### src/rtl/mips_pkg.sv
// Shared MIPS core constants: HI/LO unit operation encodings, FSM state
// encoding and the fixed iteration count of the multiply/divide datapath.
package mips_pkg;

    localparam logic [1:0] OP_MULT  = 2'b00;
    localparam logic [1:0] OP_MULTU = 2'b01;
    localparam logic [1:0] OP_DIV   = 2'b10;
    localparam logic [1:0] OP_DIVU  = 2'b11;

    localparam logic [0:0] ST_IDLE  = 1'b0;
    localparam logic [0:0] ST_BUSY  = 1'b1;

    localparam int ITERATIONS = 32;

endpackage

### src/rtl/mult_div_unit_if.sv
// EX-stage <-> HI/LO unit signal bundle; master is the pipeline side,
// slave is the multiply/divide unit.
interface mult_div_unit_if;

    logic        start;
    logic [1:0]  Op;
    logic [31:0] OperandA;
    logic [31:0] OperandB;
    logic        flush;
    logic        MTHI;
    logic        MTLO;
    logic        busy;
    logic        done;
    logic [31:0] HI;
    logic [31:0] LO;

    modport master (
        output start, Op, OperandA, OperandB, flush, MTHI, MTLO,
        input  busy, done, HI, LO
    );

    modport slave (
        input  start, Op, OperandA, OperandB, flush, MTHI, MTLO,
        output busy, done, HI, LO
    );

endinterface

### src/rtl/mult_div_unit.sv
// Iterative 32-cycle multiply/divide unit owning the architectural HI/LO
// registers: shift-add multiply, restoring divide, sign fix-up on the last step.
module mult_div_unit
    import mips_pkg::*;
(
    input  logic            clk,
    input  logic            reset,
    mult_div_unit_if.slave  bus
);

    logic [0:0]  state_r;
    logic [4:0]  count_r;
    logic [1:0]  op_r;
    logic        sign_a_r;
    logic        sign_b_r;
    logic        divzero_r;
    logic [31:0] a_raw_r;
    logic [31:0] b_mag_r;
    logic [63:0] p_r;
    logic        busy_r;
    logic        done_r;
    logic [31:0] hi_r;
    logic [31:0] lo_r;

    logic        signed_op_s;
    logic        a_neg_s;
    logic        b_neg_s;
    logic [31:0] a_mag_s;
    logic [31:0] b_mag_s;
    logic        is_div_s;
    logic        last_s;
    logic        finish_s;
    logic [32:0] msum_s;
    logic [63:0] mult_next_s;
    logic [32:0] dshift_s;
    logic        ge_s;
    logic [31:0] ddiff_s;
    logic [63:0] div_next_s;
    logic [63:0] p_next_s;
    logic [63:0] prod_s;
    logic [31:0] res_hi_s;
    logic [31:0] res_lo_s;

    // Operand magnitudes captured at start; signed ops strip the sign here.
    always_comb begin
        signed_op_s = (bus.Op == OP_MULT) || (bus.Op == OP_DIV);
        a_neg_s     = signed_op_s & bus.OperandA[31];
        b_neg_s     = signed_op_s & bus.OperandB[31];
        if (a_neg_s) begin
            a_mag_s = 32'd0 - bus.OperandA;
        end else begin
            a_mag_s = bus.OperandA;
        end
        if (b_neg_s) begin
            b_mag_s = 32'd0 - bus.OperandB;
        end else begin
            b_mag_s = bus.OperandB;
        end
    end

    // One datapath iteration: p_r holds {acc, multiplier} or {rem, dividend/quotient}.
    always_comb begin
        is_div_s    = (op_r == OP_DIV) || (op_r == OP_DIVU);
        last_s      = (count_r == 5'(ITERATIONS - 1));
        finish_s    = (state_r == ST_BUSY) && !bus.flush && last_s;
        msum_s      = {1'b0, p_r[63:32]} + (p_r[0] ? {1'b0, b_mag_r} : 33'd0);
        mult_next_s = {msum_s, p_r[31:1]};
        dshift_s    = {p_r[63:32], p_r[31]};
        ge_s        = (dshift_s >= {1'b0, b_mag_r});
        // The true difference is below the divisor, so 32 bits hold it exactly.
        ddiff_s     = dshift_s[31:0] - b_mag_r;
        if (ge_s) begin
            div_next_s = {ddiff_s, p_r[30:0], 1'b1};
        end else begin
            div_next_s = {dshift_s[31:0], p_r[30:0], 1'b0};
        end
        if (is_div_s) begin
            p_next_s = div_next_s;
        end else begin
            p_next_s = mult_next_s;
        end
    end

    // Sign correction of the final iteration's result into HI/LO values.
    always_comb begin
        prod_s   = 64'd0;
        res_hi_s = 32'd0;
        res_lo_s = 32'd0;
        if (!is_div_s) begin
            if (sign_a_r ^ sign_b_r) begin
                prod_s = 64'd0 - p_next_s;
            end else begin
                prod_s = p_next_s;
            end
            res_hi_s = prod_s[63:32];
            res_lo_s = prod_s[31:0];
        end else if (divzero_r) begin
            res_hi_s = a_raw_r;
            res_lo_s = 32'hFFFF_FFFF;
        end else begin
            if (sign_a_r ^ sign_b_r) begin
                res_lo_s = 32'd0 - p_next_s[31:0];
            end else begin
                res_lo_s = p_next_s[31:0];
            end
            if (sign_a_r) begin
                res_hi_s = 32'd0 - p_next_s[63:32];
            end else begin
                res_hi_s = p_next_s[63:32];
            end
        end
    end

    // Control FSM and iteration datapath.
    always_ff @(posedge clk) begin
        if (reset) begin
            state_r   <= ST_IDLE;
            count_r   <= 5'd0;
            op_r      <= 2'b00;
            sign_a_r  <= 1'b0;
            sign_b_r  <= 1'b0;
            divzero_r <= 1'b0;
            a_raw_r   <= 32'd0;
            b_mag_r   <= 32'd0;
            p_r       <= 64'd0;
            busy_r    <= 1'b0;
            done_r    <= 1'b0;
        end else begin
            case (state_r)
                ST_IDLE: begin
                    done_r <= 1'b0;
                    if (bus.start && !bus.flush) begin
                        state_r   <= ST_BUSY;
                        busy_r    <= 1'b1;
                        count_r   <= 5'd0;
                        op_r      <= bus.Op;
                        sign_a_r  <= a_neg_s;
                        sign_b_r  <= b_neg_s;
                        divzero_r <= (bus.OperandB == 32'd0);
                        a_raw_r   <= bus.OperandA;
                        b_mag_r   <= b_mag_s;
                        p_r       <= {32'd0, a_mag_s};
                    end else begin
                        state_r <= ST_IDLE;
                        busy_r  <= 1'b0;
                    end
                end
                ST_BUSY: begin
                    if (bus.flush) begin
                        state_r <= ST_IDLE;
                        busy_r  <= 1'b0;
                        done_r  <= 1'b0;
                    end else if (last_s) begin
                        state_r <= ST_IDLE;
                        busy_r  <= 1'b0;
                        done_r  <= 1'b1;
                        p_r     <= p_next_s;
                    end else begin
                        p_r     <= p_next_s;
                        count_r <= count_r + 5'd1;
                    end
                end
                default: begin
                    state_r <= ST_IDLE;
                    busy_r  <= 1'b0;
                    done_r  <= 1'b0;
                end
            endcase
        end
    end

    // Architectural HI/LO: completion wins in BUSY, MTHI/MTLO only in IDLE.
    always_ff @(posedge clk) begin
        if (reset) begin
            hi_r <= 32'd0;
            lo_r <= 32'd0;
        end else if (finish_s) begin
            hi_r <= res_hi_s;
            lo_r <= res_lo_s;
        end else if (state_r == ST_IDLE) begin
            if (bus.MTHI) begin
                hi_r <= bus.OperandA;
            end
            if (bus.MTLO) begin
                lo_r <= bus.OperandA;
            end
        end
    end

    assign bus.busy = busy_r;
    assign bus.done = done_r;
    assign bus.HI   = hi_r;
    assign bus.LO   = lo_r;

endmodule

### src/flat_wrapper.sv
// flat-port wrapper written by rule: the top's interface ports become plain ports
module mult_div_unit_flat import mips_pkg::*;
  (clk, reset, bus_start, bus_Op, bus_OperandA, bus_OperandB, bus_flush, bus_MTHI, bus_MTLO, bus_busy, bus_done, bus_HI, bus_LO);
  mult_div_unit_if bus_i ();
  input  logic clk;
  input  logic reset;
  input wire logic [$bits(bus_i.start)-1:0] bus_start;
  input wire logic [$bits(bus_i.Op)-1:0] bus_Op;
  input wire logic [$bits(bus_i.OperandA)-1:0] bus_OperandA;
  input wire logic [$bits(bus_i.OperandB)-1:0] bus_OperandB;
  input wire logic [$bits(bus_i.flush)-1:0] bus_flush;
  input wire logic [$bits(bus_i.MTHI)-1:0] bus_MTHI;
  input wire logic [$bits(bus_i.MTLO)-1:0] bus_MTLO;
  output wire logic [$bits(bus_i.busy)-1:0] bus_busy;
  output wire logic [$bits(bus_i.done)-1:0] bus_done;
  output wire logic [$bits(bus_i.HI)-1:0] bus_HI;
  output wire logic [$bits(bus_i.LO)-1:0] bus_LO;
  assign bus_i.start = bus_start;
  assign bus_i.Op = bus_Op;
  assign bus_i.OperandA = bus_OperandA;
  assign bus_i.OperandB = bus_OperandB;
  assign bus_i.flush = bus_flush;
  assign bus_i.MTHI = bus_MTHI;
  assign bus_i.MTLO = bus_MTLO;
  assign bus_busy = bus_i.busy;
  assign bus_done = bus_i.done;
  assign bus_HI = bus_i.HI;
  assign bus_LO = bus_i.LO;
  mult_div_unit u_core (.clk(clk), .reset(reset), .bus(bus_i));
endmodule
### config.mk
export PLATFORM = sky130hd
export DESIGN_NAME = mult_div_unit_flat
export DESIGN_NICKNAME = d
export VERILOG_FILES = /design/src/rtl/mips_pkg.sv /design/src/rtl/mult_div_unit_if.sv /design/src/rtl/mult_div_unit.sv /design/src/flat_wrapper.sv
export SDC_FILE = /design/constraint.sdc
export NUM_CORES = 1
export LEC_CHECK = 0
export BUFFER_PORTS_ARGS = -buffer_cell sky130_fd_sc_hd__buf_4
export CORE_MARGIN = 1.5
export CORE_UTILIZATION = 30
export CTS_CLUSTER_SIZE = 30
export DETAILED_ROUTE_END_ITERATION = 8
export HOLD_SLACK_MARGIN = 0.1
export PLACE_DENSITY = 0.53
export SLEW_MARGIN = 5
export SYNTH_ARGS = -nofsm -noshare
export SYNTH_HDL_FRONTEND = slang
export SYNTH_SLANG_ARGS = --single-unit
### constraint.sdc
create_clock -name clk -period 10.3 [get_ports clk]
set_input_delay 1.545 -clock clk [delete_from_list [all_inputs] [get_ports clk]]
set_output_delay 1.545 -clock clk [all_outputs]
set_load 0.005 [all_outputs]
==> results.yml <==
routing:
  wl_met2_um: 32500
  wl_met1_um: 33000
  dr_wl_met3_um: 4550
  drtAntennaViolNets: 0
  wirelength_um: 72500
  drt_pre_antenna_iters: 5
  drc: 0
  routed.top_layer: "met4"
  post_drt_wl_per_cell_um: 22.7
  vias: 18600
  viasPerCell: 5.83
  drtIter0Drc: 1601
sta:
  max_freq_mhz: 169
  skew_ps: 17.0
  grt_setup_unrepaired: "no"
  setup_viol: 0
  report.final.slew_viol_count: 0
  fin_crit_sh_pct: 57.5
  period_needed_ps: 5920
  hold_violations: 0
  setup-tns-final_ps: 0
  worst_pin_slew_ps: 1150
  relSlewSlack_pct: 23.1
worst_setup_path:
  critPathSlowestCell: "dfxtp_4"
  crit_buf_inv: 2
  end_kind: "flop"
  reg2reg_depth: 13
  crit_fanout: 63
  crit_required_ps: 10790
  reg2reg_from: "u_core.op_r[1]$_SDFFE_PP0P_"
  timing_worst_setup_path_type: "flop to flop"
  cpPeakStageDelay_ps: 890
  path_depth: 13
  timing.rr.end: "u_core.bus.HI[23]$_SDFFE_PP0P_"
  cp-start-kind: "flop"
  crit_family: "simple AND/OR/NAND/NOR gates"
  cp.arrival_ps: 6420
  r2r_slack_ps: 4380
  cp_cell_sequence: "buf_4 > inv_2 > or3_1 > a21oi_1 > nand4_1 > or3_1 > or2_2 > nor2_1 > nand4_1 > nor4_1 > mux2i_1 > a21oi_1 > nor3_1"
  critPathCapture: "u_core.bus.HI[23]$_SDFFE_PP0P_"
  critPathLaunch: "u_core.op_r[1]$_SDFFE_PP0P_"
global_route:
  antenna_found_initial: 0
  gr-total-overflow: 0
  track_usage_pct: 23.8
  grt_pass1_vias: 17800
  grt_max_degree: 79
  grt_pass1_wl_um: 110000
clock_network:
  htree_levels: 1
  clk_root_buffer_cell: "clkbuf_16"
  cts.repair.resized: 0
  cts_tree: "built"
  clk_latency_ps: 580
  cts_sinks: 204
  holdBufCountCts: 0
  numCtsBuffers: 26
  clkTransAtPathRegs_ps: 60
  cts_setup_buffers: 0
  clockBufferDepth: 3
die:
  coreArea_um2: 56600
  std_cell_rows: 87
  num_io_pins: 138
  die_x_um: 243
  die_h_um: 243
  die_area_um2: 58900
  initial_core_util_pct: 30.5
outcome:
  status: "finished, final reports clean"
placed_design:
  place_congestion: 0.948
  post-dp-hpwl_um: 54900
  portBuffers: 137
synthesis:
  synth_warnings: 0
  netlist_instances: 2390
  synth_edf_count: 0
  synth_top_area_cell: "dfxtp_1"
  synthTopCellsByCount: "nand2_1 (299), a21oi_1 (262), dfxtp_1 (204)"
  yosysUniqueCellTypes: 103
  synth_area_um2: 17200
  syn_nets: 2534
  avgSynthCellArea_um2: 7.21
  ys_ff_latch: 204
  yosys-top-cells-area: "dfxtp_1 (24%), a21oi_1 (7.6%), nand2_1 (6.5%)"
  synthArstFlopShare_pct: 0
  yosysMostFrequentCell: "nand2_1"
  yosysSeqAreaShare_pct: 23.7
  synth_flop_cell: "dfxtp_1"
  synth_top_area_share_pct: 23.7
pwr:
  p_per_area_nw_per_um2: 123
  vdd_drop_max_v: 0.000108
  p_leak_nw: 7.49
  total_power_w: 0.00242
worst_hold_path:
  hold_start: "u_core.a_raw_r[28]$_SDFFE_PP0P_"
  min_path_type: "flop to flop"
cells_and_area:
  area_delta_synth_final_pct: 13.7
  nNetsFinal: 2557
  n_fill_cell: 6168
  drive_gt1_share_pct: 11.5
  multi_input_area_um2: 12200
  regArea_um2: 4090
flow_run:
  drv_cap: 0
==> logic make-up after synthesis <==
| logic type | synth area share [%] |
|---|---|
| DFF | 23.7 |
| AOI/OAI and AO/OA | 30.2 |
| and+or+nand+nor | 23.5 |
| muxes | 3.13 |
| buffers and inverters | 5.68 |
| adders and majority gates | 5.31 |
| xor gates and xnor gates | 8.48 |
==> power breakdown <==
group | total (W) | internal, W | switching [W] | leakage (nW)
logic | 0.000645 | 0.000227 | 0.000417 | 5.41
registers | 0.000865 | 0.000829 | 0.0000367 | 1.67
clock network | 0.000907 | 0.000517 | 0.000390 | 0.415
==> worst reg2reg max path, stage by stage, from the launching register on <==
cell	delay, ps
dfxtp_4	890
buf_4	870
inv_2	660
or3_1	510
a21oi_1	300
nand4_1	170
or3_1	420
or2_2	330
nor2_1	400
nand4_1	290
nor4_1	470
mux2i_1	250
a21oi_1	90
nor3_1	200
==> through the flow <==
step	area, µm²	utilization (%)	hold WS (ps)	instances	setup WS [ps]
3_5_place_dp	18800	33.2	447	3141	4580
3_3_place_gp	18800	33.2	442	3141	4730
2_1_floorplan	17200	-	433	2390	5670
6_report	19600	34.6	456	3190	4380
5_1_grt	19600	34.6	472	3189	4000
4_1_cts	19600	34.6	455	3189	4530
==> state kept, by name (all words and copies together), names as in the netlist <==
| register | cells |
|---|---|
| u_core.b_mag_r | 32 |
| u_core.bus.LO | 32 |
| u_core.a_raw_r | 32 |
| u_core.state_r | 1 |
| u_core.bus.busy | 1 |
| u_core.sign_a_r | 1 |
| u_core.bus.done | 1 |
| u_core.sign_b_r | 1 |
| u_core.count_r | 5 |
| u_core.p_r | 64 |
| u_core.bus.HI | 32 |
| u_core.divzero_r | 1 |
| u_core.op_r | 1 |
==> final cells by class <==
cell class | count | share of cell area [%]
Sequential cell | 204 | 20.9
Timing Repair Buffer | 170 | 6.53
Tap cell | 756 | 4.83
Clock inverter | 13 | 0.530
Antenna cell | 1 | 0.0128
Inverter | 66 | 1.26
Clock buffer | 35 | 3.70
Multi-Input combinational cell | 1945 | 62.3
==> worst min-delay path by stage <==
stage / slack, ps / depth (start not counted) / end
6_report: 460 / 2 / u_core.a_raw_r[28]$_SDFFE_PP0P_
5_1_grt: 470 / 2 / u_core.a_raw_r[2]$_SDFFE_PP0P_
4_1_cts: 460 / 2 / u_core.a_raw_r[2]$_SDFFE_PP0P_
3_5_place_dp: 450 / 2 / u_core.a_raw_r[25]$_SDFFE_PP0P_
3_3_place_gp: 440 / 2 / u_core.a_raw_r[0]$_SDFFE_PP0P_
2_1_floorplan: 430 / 2 / u_core.a_raw_r[10]$_SDFFE_PP0P_
==> placed cells by master, fill, tap and decap left out, types with 15 or more instances in the layout <==
cell type  count
a211oi_1      39
dfxtp_1      202
nand3_1       59
xnor2_1      103
nand2b_1      15
mux2i_1       46
a31oi_1       46
a22o_1        19
a22oi_1       50
ha_1          70
nand4_1       35
o21ai_0      146
a21o_1        29
and3_1        25
o31ai_1       15
and2_1        46
buf_4        169
clkbuf_16     26
xor2_1        63
a21oi_1      262
nor4_1        19
nor3_1        57
nand2_1      299
inv_1         64
nor2_1       194
o211ai_1      56
or3_1         23
==> layer usage <==
metal  up-vias  track usage (%)
met1      9018             32.9
met5         -                0
met2       671             37.8
met3       146             3.26
li1       8773                -
met4         0             8.26
Power figures use the tool's default switching activity.
